**config.mk**
```make
export PLATFORM = sky130hd
export DESIGN_NAME = snake_body_engine_flat
export DESIGN_NICKNAME = d
export VERILOG_FILES = /design/src/rtl/snake_body_engine_if.sv /design/src/rtl/snake_body_engine.sv /design/src/flat_wrapper.sv
export SDC_FILE = /design/constraint.sdc
export NUM_CORES = 1
export LEC_CHECK = 0
export BUFFER_PORTS_ARGS = -buffer_cell sky130_fd_sc_hd__buf_2
export CORE_MARGIN = 3
export CORE_UTILIZATION = 60
export CTS_BUF_LIST = sky130_fd_sc_hd__clkbuf_4 sky130_fd_sc_hd__clkbuf_8 sky130_fd_sc_hd__clkbuf_16
export DETAILED_ROUTE_END_ITERATION = 10
export GPL_ROUTABILITY_DRIVEN = 0
export PLACE_DENSITY = 0.87
export SYNTH_ARGS = -nofsm -noshare
export SYNTH_HDL_FRONTEND = slang
export SYNTH_SLANG_ARGS = --single-unit
```
**constraint.sdc**
```tcl
create_clock -name clk -period 3.95 [get_ports clk]
set_clock_uncertainty 0.1 [all_clocks]
set_input_delay 0.395 -clock clk [delete_from_list [all_inputs] [get_ports clk]]
set_output_delay 0.395 -clock clk [all_outputs]
set_load 0.1 [all_outputs]
```
**src/rtl/snake_body_engine_if.sv**
```systemverilog
// Control, status and renderer-read signals between the game FSM, the VGA renderer
// and the snake body engine.
interface snake_body_engine_if #(
  parameter int GRID_W  = 32,
  parameter int GRID_H  = 24,
  parameter int MAX_LEN = 16
);
  localparam int XW = $clog2(GRID_W);
  localparam int YW = $clog2(GRID_H);
  localparam int LW = $clog2(MAX_LEN + 1);
  localparam int IW = $clog2(MAX_LEN);

  logic          update_snake;
  logic          reset_game;
  logic [1:0]    direction_in;
  logic [XW-1:0] food_x;
  logic [YW-1:0] food_y;
  logic [IW-1:0] seg_rd_idx;
  logic [XW-1:0] seg_rd_x;
  logic [YW-1:0] seg_rd_y;
  logic          seg_rd_valid;
  logic [XW-1:0] head_x;
  logic [YW-1:0] head_y;
  logic [LW-1:0] length;
  logic          busy;
  logic          food_eaten;
  logic          collision;
  logic          overrun;

  modport master (
    output update_snake, reset_game, direction_in, food_x, food_y, seg_rd_idx,
    input  seg_rd_x, seg_rd_y, seg_rd_valid, head_x, head_y, length,
    input  busy, food_eaten, collision, overrun
  );

  modport slave (
    input  update_snake, reset_game, direction_in, food_x, food_y, seg_rd_idx,
    output seg_rd_x, seg_rd_y, seg_rd_valid, head_x, head_y, length,
    output busy, food_eaten, collision, overrun
  );
endinterface

```
**src/rtl/snake_body_engine.sv**
```systemverilog
// Snake segment store: advances one cell per update request, scans serially for
// self collision, detects walls and food, and serves a combinational read port.
module snake_body_engine #(
  parameter int GRID_W   = 32,
  parameter int GRID_H   = 24,
  parameter int MAX_LEN  = 16,
  parameter int INIT_LEN = 3,
  parameter int INIT_X   = 16,
  parameter int INIT_Y   = 12
) (
  input  logic              clk,
  input  logic              rst,
  snake_body_engine_if.slave bus
);
  localparam int XW = $clog2(GRID_W);
  localparam int YW = $clog2(GRID_H);
  localparam int LW = $clog2(MAX_LEN + 1);
  localparam int IW = $clog2(MAX_LEN);

  localparam logic [1:0]    DIR_UP    = 2'b00;
  localparam logic [1:0]    DIR_RIGHT = 2'b01;
  localparam logic [1:0]    DIR_DOWN  = 2'b10;
  localparam logic [1:0]    DIR_LEFT  = 2'b11;
  localparam logic [XW-1:0] X_MAX     = XW'(GRID_W - 1);
  localparam logic [YW-1:0] Y_MAX     = YW'(GRID_H - 1);
  localparam logic [LW-1:0] LEN_INIT  = LW'(INIT_LEN);
  localparam logic [LW-1:0] LEN_MAX   = LW'(MAX_LEN);

  typedef enum logic [2:0] {
    ST_INIT   = 3'd0,
    ST_IDLE   = 3'd1,
    ST_HEAD   = 3'd2,
    ST_SCAN   = 3'd3,
    ST_COMMIT = 3'd4,
    ST_DEAD   = 3'd5
  } state_t;

  state_t        state_r;
  state_t        state_nxt_s;

  logic [XW-1:0] seg_x_r [MAX_LEN];
  logic [YW-1:0] seg_y_r [MAX_LEN];
  logic [LW-1:0] length_r;
  logic [1:0]    dir_r;
  logic [XW-1:0] nxt_x_r;
  logic [YW-1:0] nxt_y_r;
  logic          eat_r;
  logic          hit_r;
  logic [LW-1:0] scan_idx_r;
  logic [LW-1:0] scan_n_r;
  logic          busy_r;
  logic          food_eaten_r;
  logic          collision_r;
  logic          overrun_r;

  logic [XW-1:0] cand_x_s;
  logic [YW-1:0] cand_y_s;
  logic          wall_s;
  logic          cand_eat_s;
  logic          scan_hit_s;
  logic          scan_last_s;
  logic          reversal_s;
  logic [1:0]    dir_sel_s;

  // A request opposite to the latched heading is dropped and the heading kept.
  assign reversal_s = (bus.direction_in == (dir_r ^ 2'b10));
  assign dir_sel_s  = reversal_s ? dir_r : bus.direction_in;

  assign cand_eat_s  = (cand_x_s == bus.food_x) && (cand_y_s == bus.food_y);
  assign scan_hit_s  = (seg_x_r[scan_idx_r[IW-1:0]] == nxt_x_r) &&
                       (seg_y_r[scan_idx_r[IW-1:0]] == nxt_y_r);
  assign scan_last_s = ((scan_idx_r + LW'(1)) == scan_n_r);

  // Candidate head one step along the latched heading, flagging a step off the grid.
  always_comb begin
    cand_x_s = seg_x_r[0];
    cand_y_s = seg_y_r[0];
    wall_s   = 1'b0;
    case (dir_r)
      DIR_UP: begin
        if (seg_y_r[0] == YW'(0)) begin
          wall_s = 1'b1;
        end else begin
          cand_y_s = seg_y_r[0] - YW'(1);
        end
      end
      DIR_RIGHT: begin
        if (seg_x_r[0] == X_MAX) begin
          wall_s = 1'b1;
        end else begin
          cand_x_s = seg_x_r[0] + XW'(1);
        end
      end
      DIR_DOWN: begin
        if (seg_y_r[0] == Y_MAX) begin
          wall_s = 1'b1;
        end else begin
          cand_y_s = seg_y_r[0] + YW'(1);
        end
      end
      DIR_LEFT: begin
        if (seg_x_r[0] == XW'(0)) begin
          wall_s = 1'b1;
        end else begin
          cand_x_s = seg_x_r[0] - XW'(1);
        end
      end
      default: begin
        wall_s = 1'b0;
      end
    endcase
  end

  // Next-state logic; reset_game overrides every state.
  always_comb begin
    state_nxt_s = state_r;
    if (bus.reset_game) begin
      state_nxt_s = ST_INIT;
    end else begin
      case (state_r)
        ST_INIT: begin
          state_nxt_s = ST_IDLE;
        end
        ST_IDLE: begin
          if (bus.update_snake) begin
            state_nxt_s = ST_HEAD;
          end else begin
            state_nxt_s = ST_IDLE;
          end
        end
        ST_HEAD: begin
          if (wall_s) begin
            state_nxt_s = ST_DEAD;
          end else begin
            state_nxt_s = ST_SCAN;
          end
        end
        ST_SCAN: begin
          if (!scan_last_s) begin
            state_nxt_s = ST_SCAN;
          end else if (hit_r || scan_hit_s) begin
            state_nxt_s = ST_DEAD;
          end else begin
            state_nxt_s = ST_COMMIT;
          end
        end
        ST_COMMIT: begin
          state_nxt_s = ST_IDLE;
        end
        ST_DEAD: begin
          state_nxt_s = ST_DEAD;
        end
        default: begin
          state_nxt_s = ST_INIT;
        end
      endcase
    end
  end

  // State register; reset lands directly in IDLE because reset also loads the start image.
  always_ff @(posedge clk) begin
    if (rst) begin
      state_r <= ST_IDLE;
    end else begin
      state_r <= state_nxt_s;
    end
  end

  // Segment store: start image on reset/INIT, single-edge shift on COMMIT.
  always_ff @(posedge clk) begin
    if (rst || (state_r == ST_INIT)) begin
      for (int i = 0; i < MAX_LEN; i++) begin
        if (i < INIT_LEN) begin
          seg_x_r[i] <= XW'(INIT_X - i);
          seg_y_r[i] <= YW'(INIT_Y);
        end else begin
          seg_x_r[i] <= XW'(0);
          seg_y_r[i] <= YW'(0);
        end
      end
      length_r <= LEN_INIT;
    end else if ((state_r == ST_COMMIT) && !bus.reset_game) begin
      for (int i = MAX_LEN - 1; i > 0; i--) begin
        seg_x_r[i] <= seg_x_r[i-1];
        seg_y_r[i] <= seg_y_r[i-1];
      end
      seg_x_r[0] <= nxt_x_r;
      seg_y_r[0] <= nxt_y_r;
      if (eat_r && (length_r < LEN_MAX)) begin
        length_r <= length_r + LW'(1);
      end
    end
  end

  // Heading, scan bookkeeping and the status flags reported to the game FSM.
  always_ff @(posedge clk) begin
    if (rst) begin
      dir_r        <= DIR_RIGHT;
      nxt_x_r      <= XW'(0);
      nxt_y_r      <= YW'(0);
      eat_r        <= 1'b0;
      hit_r        <= 1'b0;
      scan_idx_r   <= LW'(0);
      scan_n_r     <= LW'(0);
      busy_r       <= 1'b0;
      food_eaten_r <= 1'b0;
      collision_r  <= 1'b0;
      overrun_r    <= 1'b0;
    end else begin
      food_eaten_r <= 1'b0;
      if (bus.reset_game && (state_r != ST_INIT)) begin
        busy_r <= 1'b0;
      end else begin
        if (bus.update_snake && (busy_r || (state_r == ST_DEAD))) begin
          overrun_r <= 1'b1;
        end
        case (state_r)
          ST_INIT: begin
            dir_r       <= DIR_RIGHT;
            busy_r      <= 1'b0;
            collision_r <= 1'b0;
            overrun_r   <= 1'b0;
          end
          ST_IDLE: begin
            if (bus.update_snake) begin
              dir_r  <= dir_sel_s;
              busy_r <= 1'b1;
            end
          end
          ST_HEAD: begin
            if (wall_s) begin
              collision_r <= 1'b1;
              busy_r      <= 1'b0;
            end else begin
              nxt_x_r    <= cand_x_s;
              nxt_y_r    <= cand_y_s;
              eat_r      <= cand_eat_s;
              hit_r      <= 1'b0;
              scan_idx_r <= LW'(0);
              // When eating, the tail stays put, so it is a valid obstacle too.
              scan_n_r   <= cand_eat_s ? length_r : (length_r - LW'(1));
            end
          end
          ST_SCAN: begin
            hit_r      <= hit_r | scan_hit_s;
            scan_idx_r <= scan_idx_r + LW'(1);
            if (scan_last_s && (hit_r || scan_hit_s)) begin
              collision_r <= 1'b1;
              busy_r      <= 1'b0;
            end
          end
          ST_COMMIT: begin
            busy_r       <= 1'b0;
            food_eaten_r <= eat_r;
          end
          default: begin
            busy_r <= 1'b0;
          end
        endcase
      end
    end
  end

  // Renderer read port, out-of-range indices read as zero.
  always_comb begin
    if (LW'(bus.seg_rd_idx) < length_r) begin
      bus.seg_rd_valid = 1'b1;
      bus.seg_rd_x     = seg_x_r[bus.seg_rd_idx];
      bus.seg_rd_y     = seg_y_r[bus.seg_rd_idx];
    end else begin
      bus.seg_rd_valid = 1'b0;
      bus.seg_rd_x     = XW'(0);
      bus.seg_rd_y     = YW'(0);
    end
  end

  assign bus.head_x     = seg_x_r[0];
  assign bus.head_y     = seg_y_r[0];
  assign bus.length     = length_r;
  assign bus.busy       = busy_r;
  assign bus.food_eaten = food_eaten_r;
  assign bus.collision  = collision_r;
  assign bus.overrun    = overrun_r;
endmodule

```
**src/flat_wrapper.sv**
```systemverilog
// flat-port wrapper written by rule: the top's interface ports become plain ports
module snake_body_engine_flat 
#(
  parameter int GRID_W   = 32,
  parameter int GRID_H   = 24,
  parameter int MAX_LEN  = 16,
  parameter int INIT_LEN = 3,
  parameter int INIT_X   = 16,
  parameter int INIT_Y   = 12
)
  (clk, rst, bus_update_snake, bus_reset_game, bus_direction_in, bus_food_x, bus_food_y, bus_seg_rd_idx, bus_seg_rd_x, bus_seg_rd_y, bus_seg_rd_valid, bus_head_x, bus_head_y, bus_length, bus_busy, bus_food_eaten, bus_collision, bus_overrun);
  snake_body_engine_if #(.GRID_W(GRID_W), .GRID_H(GRID_H), .MAX_LEN(MAX_LEN)) bus_i ();
  input  logic clk;
  input  logic rst;
  input wire logic [$bits(bus_i.update_snake)-1:0] bus_update_snake;
  input wire logic [$bits(bus_i.reset_game)-1:0] bus_reset_game;
  input wire logic [$bits(bus_i.direction_in)-1:0] bus_direction_in;
  input wire logic [$bits(bus_i.food_x)-1:0] bus_food_x;
  input wire logic [$bits(bus_i.food_y)-1:0] bus_food_y;
  input wire logic [$bits(bus_i.seg_rd_idx)-1:0] bus_seg_rd_idx;
  output wire logic [$bits(bus_i.seg_rd_x)-1:0] bus_seg_rd_x;
  output wire logic [$bits(bus_i.seg_rd_y)-1:0] bus_seg_rd_y;
  output wire logic [$bits(bus_i.seg_rd_valid)-1:0] bus_seg_rd_valid;
  output wire logic [$bits(bus_i.head_x)-1:0] bus_head_x;
  output wire logic [$bits(bus_i.head_y)-1:0] bus_head_y;
  output wire logic [$bits(bus_i.length)-1:0] bus_length;
  output wire logic [$bits(bus_i.busy)-1:0] bus_busy;
  output wire logic [$bits(bus_i.food_eaten)-1:0] bus_food_eaten;
  output wire logic [$bits(bus_i.collision)-1:0] bus_collision;
  output wire logic [$bits(bus_i.overrun)-1:0] bus_overrun;
  assign bus_i.update_snake = bus_update_snake;
  assign bus_i.reset_game = bus_reset_game;
  assign bus_i.direction_in = bus_direction_in;
  assign bus_i.food_x = bus_food_x;
  assign bus_i.food_y = bus_food_y;
  assign bus_i.seg_rd_idx = bus_seg_rd_idx;
  assign bus_seg_rd_x = bus_i.seg_rd_x;
  assign bus_seg_rd_y = bus_i.seg_rd_y;
  assign bus_seg_rd_valid = bus_i.seg_rd_valid;
  assign bus_head_x = bus_i.head_x;
  assign bus_head_y = bus_i.head_y;
  assign bus_length = bus_i.length;
  assign bus_busy = bus_i.busy;
  assign bus_food_eaten = bus_i.food_eaten;
  assign bus_collision = bus_i.collision;
  assign bus_overrun = bus_i.overrun;
  snake_body_engine #(.GRID_W(GRID_W), .GRID_H(GRID_H), .MAX_LEN(MAX_LEN), .INIT_LEN(INIT_LEN), .INIT_X(INIT_X), .INIT_Y(INIT_Y)) u_core (.clk(clk), .rst(rst), .bus(bus_i));
endmodule
```
# == After elaboration in Yosys (flattened, before gate mapping) ==
# Memory sizes are Yosys's and may differ from the RTL's. A register that Yosys moved wholly into a read port is not among the register bits.
# Index checks and enable logic that the tools add are counted.
# classes
n_addsub,7
magnitude_cmp,2
n_eq_ne,21
mux,78
n_bitwise,37
reduce_logical,31
# ops
op,n
2-to-1 mux 5 bit,40
bitwise OR 1 bit,33
one-hot mux 5 bit (2 select lines),3
equality test 5 bit,5
"adder 5 x 1 -> 5 bit, second input constant",4
2-to-1 mux 1 bit,20
2-to-1 mux 4 bit,4
one-hot mux 3 bit (5 select lines),1
"subtractor 5 x 1 -> 5 bit, second input constant",3
"equality test 5 bit, second input constant",2
zero test 5 bit,2
AND reduction 3 bit,3
AND reduction 4 bit,2
logical AND 1 bit,7
"equality test 3 x 2 -> 1 bit, second input constant",2
"equality test 3 bit, second input constant",2
2-to-1 mux 2 bit,3
2-to-1 mux 3 bit,2
"inequality test 2 bit, second input constant",3
one-hot mux 1 bit (3 select lines),2
nonzero test 2 bit,3
nonzero test 3 bit,2
OR reduction 2 bit,3
less-than comparator 4 x 5 -> 1 bit,1
other kinds (16),24
# word_totals
register_bits,36
ramBits,160
input_bits,20
out_inout_bits,30
wordCells,192
n_memories,2
# memory_table
memory,depth,word_bits,read_ports,rd_clocked_by_memory_dff,wr,line,text
u_core.seg_x_r,16,5,17,1,16,snake_body_engine.sv:41,logic [XW-1:0] seg_x_r [MAX_LEN];
u_core.seg_y_r,16,5,17,1,16,snake_body_engine.sv:42,logic [YW-1:0] seg_y_r [MAX_LEN];

# == Logic depth before layout (Yosys ltp) ==
# An unclocked memory read counts as a cell.
# depth
depth_word,8
mapped_depth,13
mapped_depth_nobuf,10

# == Least setup slack after synthesis ==
# OpenSTA, ideal clock, no wires.
# synth_path
path_kind,register to output
start,"reg u_core.length_r[1], in the netlist u_core.bus.length[1]"
end,out bus_seg_rd_x[0]
t_arrival_ns,3.575
required_time_ns,3.455
slack_ns,-0.120
stages_incl_launch_ff,10
path_buffers,1
path_cell_list,dfxtp_1 -> inv_1 -> ha_1 -> o21ai_0 -> nand2b_1 -> a21o_1 -> a21oi_1 -> nor2_1 -> clkbuf_1 -> nor2b_1
# synth_via
elab_chain_cells,2
# synth_rtl
item,line,text
start: declaration,snake_body_engine.sv:43,logic [LW-1:0] length_r;
start signal: assignment,snake_body_engine.sv:190,length_r <= length_r + LW'(1);
less-than comparator 4 x 5 -> 1 bit,snake_body_engine.sv:266,if (LW'(bus.seg_rd_idx) < length_r) begin
2-to-1 mux 5 bit,snake_body_engine.sv:266,
end: declaration,flat_wrapper.sv:21,output wire logic [$bits(bus_i.seg_rd_x)-1:0] bus_seg_rd_x;
# No other way between the ends.

==> flow_summary_export.csv <==
group,metric,value,unit
setup_path,crit_family,"simple AND/OR/NAND/NOR gates",
synth,avgSynthCellArea,12.5,um2
route,vias_per_cell,6.79,
clocking,clk_latency,0.43,ns
synth,synth_edf_count,160,
placed_design,numPortBuffers,49,
synth,synthArstFlopShare,0,%
setup_path,crit_arrival,3.77,ns
sta,rsz0062_at_grt,"false",
clocking,cts_hold_buf,0,
floorplan,core,18300,um2
setup_path,reg2reg_depth,10,
power_and_ir_drop,finalPower,4.77,mW
setup_path,path_cells,"inv_1 -> ha_1 -> or4b_1 -> mux2i_1 -> a222oi_1 -> and4b_1 -> o2111ai_1 -> or4_1 -> a311oi_1 -> nor4_1",
synth,yosysSeqAreaShare,49.1,%
outcome,status,"finished clean",
synth,synthFlopType,"edfxtp_1",
placed_design,pre_cts_ws,0.402,ns
power_and_ir_drop,irDropWorstVdd,323,uV
route,dr.first_iter.drc_count,861,
setup_path,cp_num_cells,10,
setup_path,crit_path_end,"u_core.scan_n_r[4]$_SDFFE_PP0P_",
setup_path,critPathMaxStageDelay,0.71,ns
worst_hold_path,whs_path_depth,3,
power_and_ir_drop,p_leak,4.49,nW
clocking,max-clock-path-buffers,2,
sta,fin_tns_setup,0,ns
clocking,cts_max_level,4,
global_routing,grt_max_degree,162,
clocking,clock-sinks,200,
synth,syn_area,11400,um2
finish,areaGrowthSynthToFinish,9.84,%
setup_path,rr_endpoint,"u_core.scan_n_r[4]$_SDFFE_PP0P_",
route,ant_nets,0,
synth,ys_types,69,
setup_path,path_buf_inv,1,
global_routing,grt_pass1_wl,41500,um
sta,worst_pin_slew,1.00,ns
setup_path,startpoint,"u_core.seg_y_r[0][0]$_SDFFCE_PN0P_",
synth,syn_nets,949,
setup_path,worstPathRequired,4.14,ns
synth,synth_cells,917,
setup_path,path_max_fanout,8,
floorplan,die_w,144,um
clocking,cts_root_buf,"clkbuf_16",
setup_path,rr_startpoint,"u_core.seg_y_r[0][0]$_SDFFCE_PN0P_",
power_and_ir_drop,power_density,380,nW/um2
setup_path,worstSetupStartpointType,"register",
clocking,cts_tree,"yes",
setup_path,reg2reg_setup_slack,0.37,ns
floorplan,die_area,20700,um2
finish,fill_cells,1175,
flow_run,drv_cap,0,
route,drc_errors,0,
sta,min_period,3.58,ns
sta,slew_viol_final,0,
floorplan,io_pins,50,
clocking,cts_resized,0,
setup_path,end_kind,"register",
global_routing,antenna_found_initial,0,
finish,num-nets-final,975,
sta,finalHoldViolations,0,
finish,final_layout_size_suffix_gt1_share,21.3,%
sta,finalWorstSetupSlack,0.371,ns
worst_hold_path,hold_path_class,"in -> reg",
sta,min_period_over_period,90.6,%
global_routing,gr-total-overflow,0,
floorplan,die_h,144,um
sta,max_slew_margin,32.6,%
sta,fmax,0.279,GHz
synth,ys_ff_latch,200,
route,dr.pass1.iters,5,
route,totalWireLength,26400,um
global_routing,grt_pass1_vias,7570,
finish,antennaDiodeCount,0,
sta,setup_viol,0,
floorplan,rows,49,
clocking,post_cts_buffers,0,
route,wl_per_cell,22.3,um
clocking,clkSlewWorstSetupHoldPaths,0.07,ns
setup_path,critPathSlowestCell,"or4_1",
clocking,cts_buffers,17,
floorplan,start_util,62.3,%
placed_design,dp_hpwl,17000,um
setup_path,crit_type,"reg -> reg",
global_routing,grtUsageTotal,26.0,%
synth,yosys_warnings,0,
route,vias,8051,
==> stage by stage <==
step / util [%] / hold slack [ns] / cell area (um2) / std cells
2_1_floorplan: - / 0.341 / 11400 / 917
3_3_place_gp: 65.1 / 0.351 / 11900 / 1153
3_5_place_dp: 65.1 / 0.367 / 11900 / 1153
4_1_cts: 68.4 / 0.0991 / 12500 / 1185
5_1_grt: 68.4 / 0.109 / 12500 / 1185
6_report: 68.4 / 0.114 / 12500 / 1185
==> placed cells by master, fill, tap and decap left out, types with 4 or more instances in the layout <==
| master | instances |
|---|---|
| edfxtp_1 | 160 |
| nand2b_1 | 23 |
| and2_1 | 152 |
| xnor2_1 | 19 |
| or3_1 | 6 |
| inv_6 | 4 |
| nor2_1 | 38 |
| buf_2 | 49 |
| and3_1 | 7 |
| buf_12 | 4 |
| nand3_1 | 13 |
| nor4_1 | 9 |
| mux2i_1 | 33 |
| o21ai_0 | 16 |
| xor2_1 | 6 |
| nor3_1 | 20 |
| ha_1 | 12 |
| a211oi_1 | 6 |
| and4_1 | 4 |
| a21oi_1 | 30 |
| dfxtp_1 | 38 |
| nor3b_1 | 6 |
| a22oi_1 | 8 |
| nand3b_1 | 5 |
| mux4_2 | 81 |
| buf_4 | 22 |
| nand4_1 | 6 |
| o22ai_1 | 6 |
| inv_1 | 18 |
| a311oi_1 | 4 |
| a2111oi_0 | 4 |
| clkbuf_16 | 17 |
| nand2_1 | 36 |
| nor2b_1 | 22 |
| mux2_2 | 4 |
==> how the worst min path moves through the flow <==
stage	start	end
floorplan	u_core.eat_r$_SDFFE_PP0P_	u_core.eat_r$_SDFFE_PP0P_
global placement	u_core.bus.overrun$_SDFFE_PP0P_	u_core.bus.overrun$_SDFFE_PP0P_
detailed placement	u_core.bus.overrun$_SDFFE_PP0P_	u_core.bus.overrun$_SDFFE_PP0P_
CTS	bus_direction_in[0]	u_core.dir_r[0]$_SDFFE_PP1P_
global route	bus_direction_in[0]	u_core.dir_r[0]$_SDFFE_PP1P_
finish	bus_direction_in[0]	u_core.dir_r[0]$_SDFFE_PP1P_
==> layer usage <==
metal	part of all wire, %	global-route usage [%]	wire (um)
met1	41	37.4	10900
met4	3.2	9.76	845
met5	0	0	0
met2	47	39.6	12400
met3	8.7	5.39	2290
==> logic make-up (layout without fill, tap and decap cells) <==
logic type	after synthesis	count (layout)	synth area share, %
AOI/OAI and AO/OA	111	111	6.71
xor gates and xnor gates	25	25	1.92
adders and majority gates	12	12	1.31
buffers and inverters	86	125	3.08
DFF	200	200	49.1
muxes	118	118	19.3
and+or+nand+nor	365	365	18.6
==> cells in the mapped netlist, types with 10 or more instances <==
cell type	n	share of area [%]
mux4_2	81	16
nor4_1	11	0.60
clkbuf_1	44	1.4
nor2b_1	22	1.2
edfxtp_1	160	42
o21ai_0	16	0.70
buf_2	11	0.48
a21oi_1	30	1.3
nor2_1	38	1.2
ha_1	12	1.3
dfxtp_1	40	7.0
mux2i_1	33	2.9
nand2_1	36	1.2
nor3_1	20	0.88
xnor2_1	19	1.5
buf_1	10	0.33
and2_1	152	8.3
inv_1	18	0.59
nand3_1	13	0.57
nand2b_1	23	1.3
==> layout make-up <==
type	instances	area [um2]	area share (%)
clock inverter	13	166	1.33
sequential	200	5610	44.7
tap	229	287	2.28
multi-input combinational	631	5480	43.7
clock buffer	19	440	3.51
inverter	18	67.6	0.539
timing repair buffer	75	490	3.91
==> worst reg2reg max path, delay by kind of cell, from the launching register on <==
family          cells  cell delay [ns]
fa+ha+maj           1             0.17
buf+inv             1             0.15
mux                 1             0.18
flops               1             0.39
simple gates        4             1.65
compound gates      3             0.78
==> flip-flops by register name (all words and copies together) (netlist names), named ones only <==
name and count:
u_core.seg_x_r 80, u_core.scan_idx_r 5, u_core.bus.collision 1, u_core.bus.busy 1, u_core.eat_r 1, u_core.nxt_y_r 5
u_core.bus.length 5, u_core.hit_r 1, u_core.bus.overrun 1, u_core.nxt_x_r 5, u_core.seg_y_r 80, u_core.state_r 3
u_core.scan_n_r 5, u_core.bus.food_eaten 1, u_core.dir_r 2
==> report_power, final <==
group	total (mW)	internal [mW]	switching, mW
combinational	0.520	0.204	0.316
sequential	2.45	2.37	0.0859
clock	1.80	1.02	0.777
(Power assumes the default switching activity.)
